===== config.mk =====
export PLATFORM = sky130hd
export DESIGN_NAME = uart_rx
export DESIGN_NICKNAME = d
export VERILOG_FILES = /design/src/rtl/uart_pkg.sv /design/src/rtl/uart_rx_counter.sv /design/src/rtl/uart_rx.sv
export SDC_FILE = /design/constraint.sdc
export NUM_CORES = 1
export LEC_CHECK = 0
export CAP_MARGIN = 20
export CORE_ASPECT_RATIO = 0.7
export CORE_MARGIN = 2
export CORE_UTILIZATION = 40
export CTS_BUF_LIST = sky130_fd_sc_hd__clkbuf_2 sky130_fd_sc_hd__clkbuf_4 sky130_fd_sc_hd__clkbuf_8
export CTS_CLUSTER_DIAMETER = 100
export DETAILED_ROUTE_END_ITERATION = 12
export SLEW_MARGIN = 15
export SYNTH_ARGS = -nofsm -noshare
export SYNTH_HDL_FRONTEND = slang
export SYNTH_SLANG_ARGS = --single-unit

===== constraint.sdc =====
create_clock -name clk -period 3.67 [get_ports clk]
set_clock_uncertainty 0.1 [all_clocks]
set_input_delay 0.5505 -clock clk [delete_from_list [all_inputs] [get_ports clk]]
set_output_delay 0.5505 -clock clk [all_outputs]
set_load 0.05 [all_outputs]

===== src/rtl/uart_pkg.sv =====
// uart_pkg: types and constants shared by the UART transmit and receive paths.
package uart_pkg;
    typedef logic [15:0] timer_t;
    typedef logic [7:0] data_t;
    localparam int DATA_BITS = 8;
    typedef enum logic [2:0] {IDLE, START, DATA, PARITY, STOP} rx_state_e;
endpackage


===== src/rtl/uart_rx_counter.sv =====
// counter: tick counter with terminal count n; ovf marks the last count before wrap.
module counter #(
    parameter int W = 16
) (
    input  logic         clk,
    input  logic         rst,
    input  logic         enable,
    input  logic [W-1:0] n,
    output logic         ovf
);
    logic [W-1:0] cnt;

    assign ovf = cnt == n - W'(1);

    always_ff @(posedge clk or negedge rst)
        if (!rst) cnt <= '0;
        else if (!enable || ovf) cnt <= '0;
        else cnt <= cnt + W'(1);
endmodule


===== src/rtl/uart_rx.sv =====
// uart_rx: 8-bit UART receiver with mid-bit sampling, optional parity and frame/parity error flags.
module uart_rx
    import uart_pkg::*;
#(
    parameter bit PARITY_EN  = 1'b0,
    parameter bit PARITY_ODD = 1'b0
) (
    input  logic   clk,
    input  logic   rst,
    input  logic   rx,
    input  timer_t bit_time,
    output data_t  rx_data,
    output logic   rx_valid,
    output logic   frame_err,
    output logic   parity_err,
    output logic   busy
);
    rx_state_e  state, state_nx;
    logic       sync1, rx_s, rx_s_d, ovf, par_bad;
    logic [2:0] idx;
    data_t      shreg;
    timer_t     half;

    assign half = bit_time >> 1;
    assign busy = state != IDLE;

    // half a bit period in START lands every later sample at mid-bit
    counter #(.W($bits(timer_t))) u_timer (
        .clk    (clk),
        .rst    (rst),
        .enable (busy),
        .n      (state == START ? half : bit_time),
        .ovf    (ovf)
    );

    always_ff @(posedge clk or negedge rst)
        if (!rst) state <= IDLE;
        else state <= state_nx;

    always_comb begin
        state_nx = state;
        case (state)
            IDLE:    if (!rx_s && rx_s_d) state_nx = START;
            START:   if (ovf) state_nx = rx_s ? IDLE : DATA;
            DATA:    if (ovf && idx == 3'(DATA_BITS - 1)) state_nx = PARITY_EN ? PARITY : STOP;
            PARITY:  if (ovf) state_nx = STOP;
            STOP:    if (ovf) state_nx = IDLE;
            default: state_nx = IDLE;
        endcase
    end

    always_ff @(posedge clk or negedge rst)
        if (!rst) begin
            {sync1, rx_s, rx_s_d} <= '1;
            idx        <= '0;
            shreg      <= '0;
            par_bad    <= 1'b0;
            rx_data    <= '0;
            rx_valid   <= 1'b0;
            frame_err  <= 1'b0;
            parity_err <= 1'b0;
        end else begin
            {sync1, rx_s, rx_s_d} <= {rx, sync1, rx_s};
            rx_valid <= 1'b0;
            if (state == IDLE) idx <= '0;
            if (state == DATA && ovf) begin
                shreg[idx] <= rx_s;
                idx        <= idx + 3'd1;
            end
            if (state == PARITY && ovf) par_bad <= (^shreg ^ rx_s) != PARITY_ODD;
            if (state == STOP && ovf) begin
                rx_data    <= shreg;
                frame_err  <= !rx_s;
                parity_err <= PARITY_EN && par_bad;
                rx_valid   <= 1'b1;
            end
        end
endmodule


==> impl_metrics.csv, run 1 <==
group,metric,value,unit
status,status,"complete, no violations",
setup_path,cp.arrival,3630,ps
finish,area_growth,22.84,%
setup_path,r2r_end,"rx_data[7]",
detailed_routing,wl_per_cell,14.72,µm
sta,worst_slew_pin_slew,941.4,ps
sta,max_freq,0.2820,GHz
placement,place_area,3502,µm²
setup_path,critical_path_class,"in2reg",
setup_path,worstRegToRegCells,11,
detailed_routing,wirelength,6784,µm
clock_tree,clk_path_buf_depth,2,
hold_path,min-delay-path-class,"reg2reg",
clock_tree,worstSkewPairLatency,300,ps
synth,yosysWarnings,0,
sta,setup_tns,0,ps
sta,period_share,0.9661,
clock_tree,cts_buffers,5,
synth,avgSynthCellArea,9.552,µm²
floorplan,die-area,8169,µm²
setup_path,cp.required,3760,ps
clock_tree,clkTransAtPathRegs,90,ps
setup_path,endpoint_kind,"flip-flop",
synth,ys_seq_elements,43,
setup_path,critPathMaxStageDelay,520,ps
detailed_routing,vias,2431,
sta,slew_headroom,0.3724,
finish,diodes,0,
clock_tree,cts_root_buffer,"clkbuf_8",
power,power.leakage,0.001660,µW
sta,maxSlewViolCount,0,
synth,postSynthCellCount,312,
flow_run,cap_violations,0,
detailed_routing,drc_errors,0,
power,vdd_drop_max,232.7,µV
placement,gp_congestion,0.8351,
sta,holdWs,259.6,ps
floorplan,die_h,76.22,µm
synth,syn_nets,335,
detailed_routing,via_per_inst,5.273,
sta,setup_violations,0,
floorplan,die_x,107.2,µm
global_routing,grt_start_max_net_pins,44,
floorplan,io_pins,31,
floorplan,core,7254,µm²
finish,postLayoutCoreUtil,0.5047,
synth,synth.yosys.seq_area_share,0.3623,
power,p_per_area,364.1,nW/µm²
hold_path,min_to,"rx_s",
floorplan,initial_core_util,0.4108,
clock_tree,cts-hold-fix-buffers,0,
setup_path,rr_startpoint,"state[1]",
finish,final_common_cell,"dfrtp_1",
finish,fin_area,3661,µm²
setup_path,critPathLaunchType,"primary input",
global_routing,grt_first_pass_wirelength,11300,µm
global_routing,antenna_found_initial,0,
sta,hold_violations,0,
synth,ys_async_sr_fraction,1.000,
synth,synth_area,2980,µm²
finish,most-common-layout-cells,"dfrtp_1 (40), buf_4 (35), nor2_1 (32), clkdlybuf4s50_1 (28), nand2_1 (24)",
setup_path,cp_max_fo,9,
synth,synth.distinct_cells,64,
synth,synth_edf_count,0,
setup_path,ff2ff_setup_slack,190,ps
hold_path,min_from,"sync1",
detailed_routing,first_iter_violations,120,
detailed_routing,dr.pass1.iters,4,
hold_path,hold-path-cell-count,0,
clock_tree,cts.htree.levels,2,
sta,min_period,3546,ps
placement,hpwl,5068,µm
finish,nFillCells,673,
clock_tree,cts_tree,"built",
synth,ys.flop_type,"dfrtp_1",
global_routing,first_global_vias,2243,
finish,fin_nets,385,
setup_path,crit_path_cell_trace,"clkdlybuf4s50_1 > or2_4 > nor4b_4 > nand4_1 > or4_1 > o211ai_2 > nand4_4 > or3_1 > buf_4 > inv_2 > mux2_1",
placement,io_buffers,29,
power,total_power,1333,µW
floorplan,rows,26,
setup_path,worst_path_max_delay_cell,"or4_1",
finish,drive_gt1_frac,0.2259,
global_routing,grtUsageTotal,0.1744,
detailed_routing,ant_nets,0,
global_routing,overflow,0,
clock_tree,cts.sinks,43,
[sequential cells by signal (all words and copies together), names as in the netlist]
name and cells:
shreg 8, rx_data 8, state 3, sync1 1, rx_valid 1, rx_s_d 1, rx_s 1, u_timer.cnt 16
idx 3, frame_err 1
[critical path, delay by kind of cell]
kind / cells / cell delay, ps
AOI/OAI and AO/OA: 1 / 130
buffers and inverters: 3 / 770
and+or+nand+nor: 6 / 1870
muxes: 1 / 310
[per-layer routing]
metal | up-vias | global-route usage | part of all wire
li1 | 1220 | - | -
met1 | 1139 | 0.2773 | 0.51
met2 | 68 | 0.2399 | 0.41
met3 | 4 | 0.03764 | 0.067
met4 | 0 | 0.03636 | 0.0093
met5 | - | 0 | 0
[metrics by stage]
step,cells,setup WS [ps]
floorplan,312,58.07
global placement,450,-163.9
detailed placement,450,-241.3
CTS,458,26.71
global route,461,-4.787
finish,461,124.3
[cell type report]
cell class,count,area (µm²),share of cell area
Multi-Input combinational cell,240,1765,0.4822
Sequential cell,43,1080,0.2949
Timing Repair Buffer,64,548.0,0.1497
Tap cell,98,122.6,0.03349
Clock buffer,5,68.82,0.01880
Clock inverter,3,46.29,0.01265
Inverter,8,30.03,0.008202
[synth_stat cells (2+ instances only)]
library cell,count,share of area
nor4b_1,5,0.015
nand2_1,25,0.031
buf_6,4,0.015
a2111oi_0,2,0.0059
dfstp_2,3,0.026
buf_4,4,0.010
xor2_1,17,0.050
clkbuf_1,11,0.014
o21ai_1,2,0.0034
nor3_1,7,0.012
o211ai_1,5,0.013
mux2_2,8,0.030
nand3_1,15,0.025
ha_1,4,0.017
nor4_1,8,0.017
and3_1,9,0.019
inv_1,7,0.0088
or3_1,7,0.015
buf_2,2,0.0034
nand4_1,3,0.0063
dfrtp_1,40,0.34
o21ai_0,4,0.0067
mux2_4,7,0.035
a21boi_0,2,0.0050
or4_1,2,0.0050
nand3b_1,2,0.0050
or2_2,3,0.0063
nor2_1,32,0.040
a31o_2,3,0.0088
a21oi_1,9,0.015
mux2i_1,14,0.047
xnor2_1,14,0.041
[logic make-up after synthesis]
family	Yosys count	share of synthesized area
xor gates and xnor gates	31	0.09110
and+or+nand+nor	130	0.2448
muxes	30	0.1163
AOI/OAI and AO/OA	44	0.1150
buffers and inverters	29	0.05248
adders and majority gates	4	0.01679
other	1	0.001258
DFF	43	0.3623
[power breakdown]
| group | leakage, µW | internal [µW] | switching [µW] |
|---|---|---|---|
| clock | 0.0000548 | 205 | 173 |
| sequential | 0.000580 | 505 | 54.4 |
| combinational | 0.00102 | 187 | 208 |
[how the worst max path moves through the flow]
stage | start | to
2_1_floorplan | state[1] | rx_data[7]
3_3_place_gp | bit_time[4] | rx_data[7]
3_5_place_dp | bit_time[4] | rx_data[7]
4_1_cts | state[1] | rx_data[7]
5_1_grt | bit_time[4] | rx_data[7]
6_report | bit_time[4] | rx_data[7]
[timing repair]
| action | CTS | global route |
|---|---|---|
| pin swaps | 0 | 4 |
| hold endpoints to repair | 0 | 0 |
| buffers inserted | 0 | 3 |
| endpoints found under the setup margin | 1 | 11 |
| resized for setup | 1 | 5 |
No activity file was read; power rests on OpenSTA's default activity.
==> run 2, diff against run 1 <==
CAP_MARGIN = unset   (was 20)
CELL_PAD_IN_SITES_DETAIL_PLACEMENT = 1   (was unset)
CELL_PAD_IN_SITES_GLOBAL_PLACEMENT = 1   (was unset)
PLACE_DENSITY_LB_ADDON = 0.1   (was unset)
clock period = 3.2 ns   (was 3.67 ns; I/O delays follow)
==> impl_metrics.csv, run 2 (same netlist as run 1, synthesis figures left out) <==
group,metric,value,unit
sta,period_share,1.112,
finish,reg_top3,"u_timer.cnt (16), rx_data (8), shreg (8)",
detailed_routing,ant_nets,0,
power,combPwrFrac,0.358,
power,seq_power_share,0.419,
status,status,"complete, but fails checks",
setup_path,cp.required,3290,ps
finish,diodes,0,
setup_path,ff2ff_setup_slack,-360,ps
sta,rsz0062_at_grt,"yes",
clock_tree,cts_root_buffer,"clkbuf_8",
floorplan,core,7254,µm²
sta,layout_setup_ws,-357.8,ps
power,swShare,0.3528,
finish,final_common_cell,"buf_4",
clock_tree,worstSkewPairLatency,300,ps
sta,maxSlewViolCount,0,
sta,setup_tns,-8242,ps
sta,holdWs,231.2,ps
sta,setup_violations,39,
finish,area_growth,36.61,%
power,intPower,996.3,µW
floorplan,die_h,76.22,µm
finish,regMostFlops,"u_timer.cnt",
clock_tree,clk_path_buf_depth,2,
sta,worst_slew_pin_slew,968.4,ps
global_routing,first_global_vias,2772,
setup_path,critPathLaunchType,"flip-flop",
placement,io_buffers,29,
detailed_routing,wirelength,8952,µm
sta,max_freq,0.2811,GHz
finish,largest_reg_flops,16,
clock_tree,cts_buffers,5,
detailed_routing,drc_errors,0,
hold_path,min-delay-path-class,"in2async",
status,failed_checks,"negative setup slack",
floorplan,rows,26,
placement,dp_slack,-600.6,ps
power,p_per_area,378.1,nW/µm²
clock_tree,cts.sinks,43,
placement,gp_congestion,0.7721,
clock_tree,clkTransAtPathRegs,90,ps
power,power.leakage,0.001842,µW
floorplan,initial_core_util,0.4108,
global_routing,antenna_found_initial,0,
detailed_routing,via_per_inst,5.403,
setup_path,cp.arrival,3650,ps
finish,final_cells,484,
setup_path,r2r_end,"rx_data[7]",
global_routing,overflow,0,
power,switchingPower,543.2,µW
finish,drive_gt1_frac,0.3446,
detailed_routing,first_iter_violations,178,
setup_path,startpoint,"state[2]",
setup_path,endpoint_kind,"flip-flop",
power,p_clk_frac,0.223,
setup_path,rr_startpoint,"state[2]",
placement,hpwl,6032,µm
sta,hold_violations,0,
floorplan,die_x,107.2,µm
floorplan,io_pins,31,
setup_path,critical_path_class,"reg2reg",
setup_path,worstRegToRegCells,14,
power,total_power,1540,µW
clock_tree,cts.htree.levels,2,
floorplan,die-area,8169,µm²
global_routing,grt_start_max_net_pins,44,
setup_path,cp_max_fo,5,
power,vdd_drop_max,248.5,µV
finish,most-common-layout-cells,"buf_4 (45), dfrtp_1 (39), nor2_1 (30), clkdlybuf4s50_1 (27), nand2_1 (23)",
global_routing,grt_first_pass_wirelength,14270,µm
finish,nFillCells,832,
sta,min_period,3558,ps
finish,fin_nets,409,
sta,slew_headroom,0.3544,
global_routing,grtUsageTotal,0.2229,
detailed_routing,dr.pass1.iters,4,
detailed_routing,wl_per_cell,18.50,µm
detailed_routing,vias,2615,
flow_run,cap_violations,0,
placement,post-place-cells,458,
clock_tree,cts_tree,"built",
==> run 2: cell types whose count changed in the layout (fill, tap and decap cells not counted), sizes merged <==
cell and change:
buf +24, clkinv +3, inv -2, bufinv -1, clkdlybuf4s50 -1, clkinvlp -1, dlygate4sd2 +1
==> run 2: power groups by stage <==
stage / clock (µW) / sequential (µW) / combinational (µW)
3_3_place_gp: 0 / 655 / 455
2_1_floorplan: 0 / 619 / 349
4_1_cts: 352 / 645 / 508
3_5_place_dp: 0 / 655 / 467
5_1_grt: 383 / 656 / 599
6_report: 344 / 645 / 551
==> run 2: how the worst max path moves through the flow <==
stage / slack [ps] / cells after the start / end
6_report: -360 / 14 / rx_data[7]
5_1_grt: -450 / 14 / shreg[5]
4_1_cts: -210 / 12 / shreg[7]
3_5_place_dp: -600 / 12 / rx_data[7]
3_3_place_gp: -520 / 12 / rx_data[7]
2_1_floorplan: -390 / 16 / rx_data[7]
==> run 2: layer usage <==
layer  up-vias  track usage  share of wire
li1       1263            -              -
met1      1300       0.3315           0.50
met2        47       0.3418           0.45
met3         5      0.04021          0.047
met4         0      0.03896         0.0066
met5         -            0              0
==> run 2: layout make-up <==
cell class	instances	area, µm²	area share
clock buffer	5	68.82	0.01690
clock inverter	2	13.76	0.003380
inverter	8	35.03	0.008605
multi-input combinational	240	1967	0.4831
sequential	43	1081	0.2655
tap	98	122.6	0.03012
timing repair buffer	88	783.3	0.1924
==> run 2: what timing repair did <==
| item | CTS | global route |
|---|---|---|
| endpoints found under the setup margin | 40 | 40 |
| pin swaps | 8 | 5 |
| cloned | 1 | 1 |
| hold buffers | 0 | 0 |
| gates resized for setup | 28 | 29 |
| setup buffers | 8 | 11 |
==> run 2: worst max-delay path, cell delays in order, from the launching register on <==
cell	delay [ps]
dfrtp_2	440
nor3b_4	260
mux2i_2	350
ha_4	210
a21boi_4	270
buf_6	130
buf_6	80
nand2_2	50
or4_4	450
nand2_4	110
nand4_4	80
or3_4	420
buf_8	160
clkinv_4	50
mux2_4	280
==> run 2: through the flow <==
stage	instance area (µm²)	util
floorplan	3067	-
global placement	3625	0.4997
detailed placement	3625	0.4997
CTS	3892	0.5366
global route	4071	0.5612
finish	4071	0.5612
==> patch 1: new RTL, config.mk and constraints of run 2 <==
Register the inputs `rx` and `bit_time` before use. The logic sees them one clock later.
--- a/src/rtl/uart_rx.sv
+++ b/src/rtl/uart_rx.sv
@@ -16,4 +16,13 @@
     output logic   busy
 );
+
+    logic rx_q;
+    timer_t bit_time_q;
+
+    always_ff @(posedge clk) begin
+        rx_q       <= rx;
+        bit_time_q <= bit_time;
+    end
+
     rx_state_e  state, state_nx;
     logic       sync1, rx_s, rx_s_d, ovf, par_bad;
@@ -22,5 +31,5 @@
     timer_t     half;
 
-    assign half = bit_time >> 1;
+    assign half = bit_time_q >> 1;
     assign busy = state != IDLE;
 
@@ -30,5 +39,5 @@
         .rst    (rst),
         .enable (busy),
-        .n      (state == START ? half : bit_time),
+        .n      (state == START ? half : bit_time_q),
         .ovf    (ovf)
     );
@@ -61,5 +70,5 @@
             parity_err <= 1'b0;
         end else begin
-            {sync1, rx_s, rx_s_d} <= {rx, sync1, rx_s};
+            {sync1, rx_s, rx_s_d} <= {rx_q, sync1, rx_s};
             rx_valid <= 1'b0;
             if (state == IDLE) idx <= '0;
Check against the original RTL: not equivalent (Yosys sat finds a counterexample within 4 cycles, from zero or initial values and one cycle with rst low).
==> patch 1 against run 2 <==
Final area is 22% higher; total power grew 50%; largest power group unchanged; routed wire length is 24% higher; sequential cell count increased by 17; count of clock-buffer cells in the layout increased by 6; the run still ends with setup timing left; first-iteration DRC count increased by 2.8%; synthesized area increased by 17%; largest cell class unchanged; worst setup slack got worse by 78 ps.
==> patch 1: results (changes against run 2) <==
outcome=finished, violations left; failing checks=setup timing; VDD IR-drop max=0.263 mV (+5.8%); top post-synthesis cells by count=dfrtp_1, xnor2_1, nor2_1, nor3_1, nand2_1; GR Util All Layers=24.1% (+1.8 points); clk_lat worst skew=350 ps (+50 ps); Worst-Margin Slew=1010 ps (+38.3 ps); CP max stage delay=560 ps (+110 ps); Area after DPL=4270 µm² (+18%); Setup-failing EPs final=40 (+2.6%); sequential fraction of the synthesis area=40.8% (+4.5 points); dpl ws=-608 ps (-7.11 ps); post-synthesis cell count=354 (+13%); max_cap viols=0 (unchanged); setup ws final=-436 ps (-78.3 ps); hold slack=189 ps (-42.5 ps); layout cells sized above 1=38.4% (+4.0 points); Distinct cells, synth=61 (-4.7%); worst r2r path cells=10 (-4); Post-Layout Cell Count=560 (+16%); dominant cells by area after synthesis=dfrtp_1, dfxtp_1, xnor2_1; Post-CTS Setup Inserts=7 (-1); Top Registers=bit_time_q (16), u_timer.cnt (16); vias in the first global route=3141 (+13%); Post-Syn Nets=377 (+13%); global-route wire length before repair=17000 µm (+19%); vias per std cell=5.63 (+4.2%); CTS H-tree lvls=3 (+1); Yosys warning count=0 (unchanged); Pleak=2.06 nW (+12%); Crit Path Class=flip-flop to flip-flop; largest net degree at the start of global routing=44 (unchanged); Clk pin slew, worst setup/hold paths=70 ps (-20 ps); mean routed wirelength per cell=19.8 µm (+6.8%); Placed Cells=530 (+16%); Reg-to-Reg End=rx_data[0]; async set or reset register ratio after synthesis=71.7% (-28 points); Worst EP arrival=3780 ps (+130 ps); PostCTS Resize Cnt=31 (+11%); Max stage delay cell, worst path=or4b_1; initial antenna violation count=0 (unchanged); HPWL Detailed=7500 µm (+24%); drt first-iter violations=183 (+2.8%); Final GP Congestion=0.846 (+9.5%); Crit Path Max Fanout=14 (+9); Num CTS Buffers=9 (+4); # port buffers=29 (unchanged); worst r2r src=state[1]; nets=458 (+12%); min-delay worst type=input pin to async pin; CTS root buf=clkbuf_8
-- patch 1: changes by cell type after synthesis, moves of 8 or more --
| cell | run 2 | this run |
|---|---|---|
| mux2_2 | 8 | 16 |
| xnor2_1 | 14 | 22 |
| nor3_1 | 7 | 21 |
| nor2_1 | 32 | 21 |
| dfxtp_1 | 0 | 17 |
-- patch 1: cell families after synthesis --
logic type | Yosys count | synth area share [%]
flops | 60 | 40.8
mux | 29 | 8.91
buf+inv | 26 | 3.23
fa+ha+maj | 4 | 1.44
xor+xnor | 34 | 8.55
simple gates | 152 | 26.8
other cells | 1 | 0.108
compound gates | 48 | 10.2
-- patch 1: area by class of cell --
type	count	area (µm²)
Fill cell	898	3460
Multi-Input combinational cell	268	2380
Sequential cell	60	1420
Timing Repair Buffer	91	816
Tap cell	120	150
Clock buffer	11	139
Clock inverter	5	62.6
Inverter	5	18.8
-- patch 1: worst max-delay path, delay by kind of cell (launching register included) --
family	cells	cell delay, ps
compound gates	2	590
mux	1	350
simple gates	5	1620
flops	1	450
buf+inv	2	410
-- patch 1: metrics by stage --
step | TNS (ps) | total power [W]
final | -12680 | 0.00231
after global placement | -10230 | 0.00144
after detailed placement | -15220 | 0.00146
after CTS | -8840 | 0.00223
after global routing | -18000 | 0.00242
after floorplan | -10850 | 0.00125
-- patch 1: per-layer routing --
| metal | vias to the layer above | routed length, µm | track usage (%) |
|---|---|---|---|
| met2 | 62 | 4910 | 34.3 |
| li1 | 1474 | - | - |
| met3 | 25 | 511 | 5.24 |
| met5 | - | 0 | 0 |
| met1 | 1591 | 5380 | 35.5 |
| met4 | 0 | 266 | 8.67 |
-- patch 1: where the power goes --
group	switching, W	internal (W)
sequential	0.0000908	0.000804
combinational	0.000340	0.000373
clock	0.000323	0.000379
total	0.000754	0.00156
==> patch 2: new RTL, config.mk and constraints of run 2 <==
Without the edit above. Set the parameter `PARITY_EN` to 1'b1 (it was 1'b0).
--- a/src/rtl/uart_rx.sv
+++ b/src/rtl/uart_rx.sv
@@ -3,5 +3,5 @@
     import uart_pkg::*;
 #(
-    parameter bit PARITY_EN  = 1'b0,
+    parameter bit PARITY_EN  = 1'b1,
     parameter bit PARITY_ODD = 1'b0
 ) (
Formal check against the unedited RTL: no difference found for any inputs over 10 cycles, from zero or initial values and one cycle with rst low; that may be too few to reach the edited logic, so the function may still have changed.
==> patch 2 against run 2 <==
The flow still finishes with violations (setup timing); final area grew 10%; non-clock buffer count grew 19; maximum frequency decreased by 7.5%; synthesized area grew 12%; via count grew 26%; worst setup slack worse by 290 ps; critical path type unchanged; sequential cell count rose by 2; critical endpoint is now shreg[4]; routed wire length grew 25%; first-iteration DRC count grew 29%; total power is 12% lower.
==> patch 2: results (changes against run 2) <==
Yosys warning count=0 (unchanged); largest net degree at the start of global routing=46 (+4.5%); CTS H-tree lvls=2 (unchanged); failing checks=setup timing; VDD IR-drop max=0.305 mV (+23%); clk_lat worst skew=320 ps (+20 ps); Crit Path Max Fanout=6 (+1); # port buffers=30 (+3.4%); Syn-to-layout area delta=34.3%; Worst EP arrival=3940 ps (+290 ps); GR Util All Layers=25.5% (+3.2 points); HPWL Detailed=8230 µm (+36%); top post-synthesis cells by count=dfrtp_1, nor3_1, nand3_1; Area after DPL=4240 µm² (+17%); Pleak=1.96 nW (+6.6%); Top Registers=u_timer.cnt (16), rx_data (8), shreg (8); Die W=113 µm (+5.7%); setup ws final=-644 ps (-287 ps); drt first-iter violations=230 (+29%); Post-Syn Nets=392 (+17%); nets=485 (+19%); dpl ws=-982 ps (-381 ps); Filler cells=943 (+13%); CTS root buf=clkbuf_8; Setup-failing EPs final=42 (+7.7%); Clk pin slew, worst setup/hold paths=90 ps (about the same); sequential fraction of the synthesis area=33.8% (-2.4 points); min-delay worst type=input pin to async pin; Placed Cells=549 (+20%); DRT Wirelength=11200 µm (+25%); outcome=finished, violations left; global-route wire length before repair=17800 µm (+25%); initial antenna violation count=0 (unchanged); ANT cells=0 (unchanged); mean routed wirelength per cell=19.8 µm (+7.2%); vias per std cell=5.85 (+8.3%); Max Root-Sink Buffers=2 (unchanged); dominant cells by area after synthesis=dfrtp_1, mux2_2, xnor2_1; layout cells sized above 1=30.5% (-4.0 points); mean area per synthesized cell=9.06 µm² (-5.1%); DR pass1 iterations=5 (+1); vias in the first global route=3305 (+19%); Distinct cells, synth=61 (-4.7%); slew margin rel.=31.8% (-3.6 points); Final GP Congestion=0.894 (+16%); Num CTS Buffers=5 (unchanged); async set or reset register ratio after synthesis=100% (unchanged)
-- patch 2: timing repair --
item	in CTS	in global routing
setup endpoints to repair	42	42
pin swaps	7	6
setup buffers	1	4
gates resized for setup	15	10
gates cloned	2	0
-- patch 2: final timing paths --
path | startpoint | to | slack (ps) | cells past startpoint
setup / recovery | state[1] | shreg[4] | -640 | 13
hold / removal | rst | u_timer.cnt[10] | 230 | 1
setup reg to reg | state[1] | shreg[4] | -640 | 13
hold reg to reg | sync1 | rx_s | 260 | 0
max in group asynchronous | rst | frame_err | 2130 | 1
min in group clk | sync1 | rx_s | 260 | 0
-- patch 2: final cells by class --
type	count	area share, %
clock buffer	5	1.53
inverter	10	0.836
tap	101	2.81
multi-input combinational	293	48.7
timing repair buffer	107	20.4
clock inverter	3	0.557
sequential	45	25.2
-- patch 2: cell families after synthesis --
| family | after synthesis | synth area share (%) |
|---|---|---|
| simple gates | 168 | 28.5 |
| compound gates | 49 | 10.8 |
| flops | 45 | 33.8 |
| xor+xnor | 37 | 9.69 |
| mux | 34 | 11.0 |
| buf+inv | 32 | 4.71 |
| fa+ha+maj | 4 | 1.50 |
-- patch 2: worst max-delay path, stage by stage, from the launching register on --
cell,delay [ps]
dfrtp_1,430
nor3b_4,190
buf_6,160
mux2i_4,240
ha_2,200
or3b_4,380
a2111o_1,360
or3_4,440
nor3_2,170
o32a_2,170
and4b_4,340
buf_6,150
nand3_2,90
mux2_4,310
-- patch 2: report_power, final --
part           switching [W]  internal [W]  total, W
registers          0.0000591      0.000597  0.000656
logic               0.000159      0.000165  0.000323
clock network       0.000222      0.000159  0.000382
-- patch 2: through the flow --
step / power [W] / hold slack [ps] / util, % / TNS (ps)
2_1_floorplan: 0.000809 / 84.4 / - / -24460
6_report: 0.00136 / 233 / 56.3 / -22010
4_1_cts: 0.00136 / 262 / 55.3 / -25200
3_3_place_gp: 0.000956 / 247 / 53.1 / -30540
5_1_grt: 0.00143 / 264 / 56.3 / -28010
3_5_place_dp: 0.000967 / 247 / 53.1 / -33810
-- patch 2: per-layer routing --
metal	track usage [%]	routed length, µm
met1	38.8	5610
met2	37.1	4610
met3	4.53	823
met4	5.85	133
met5	0	0
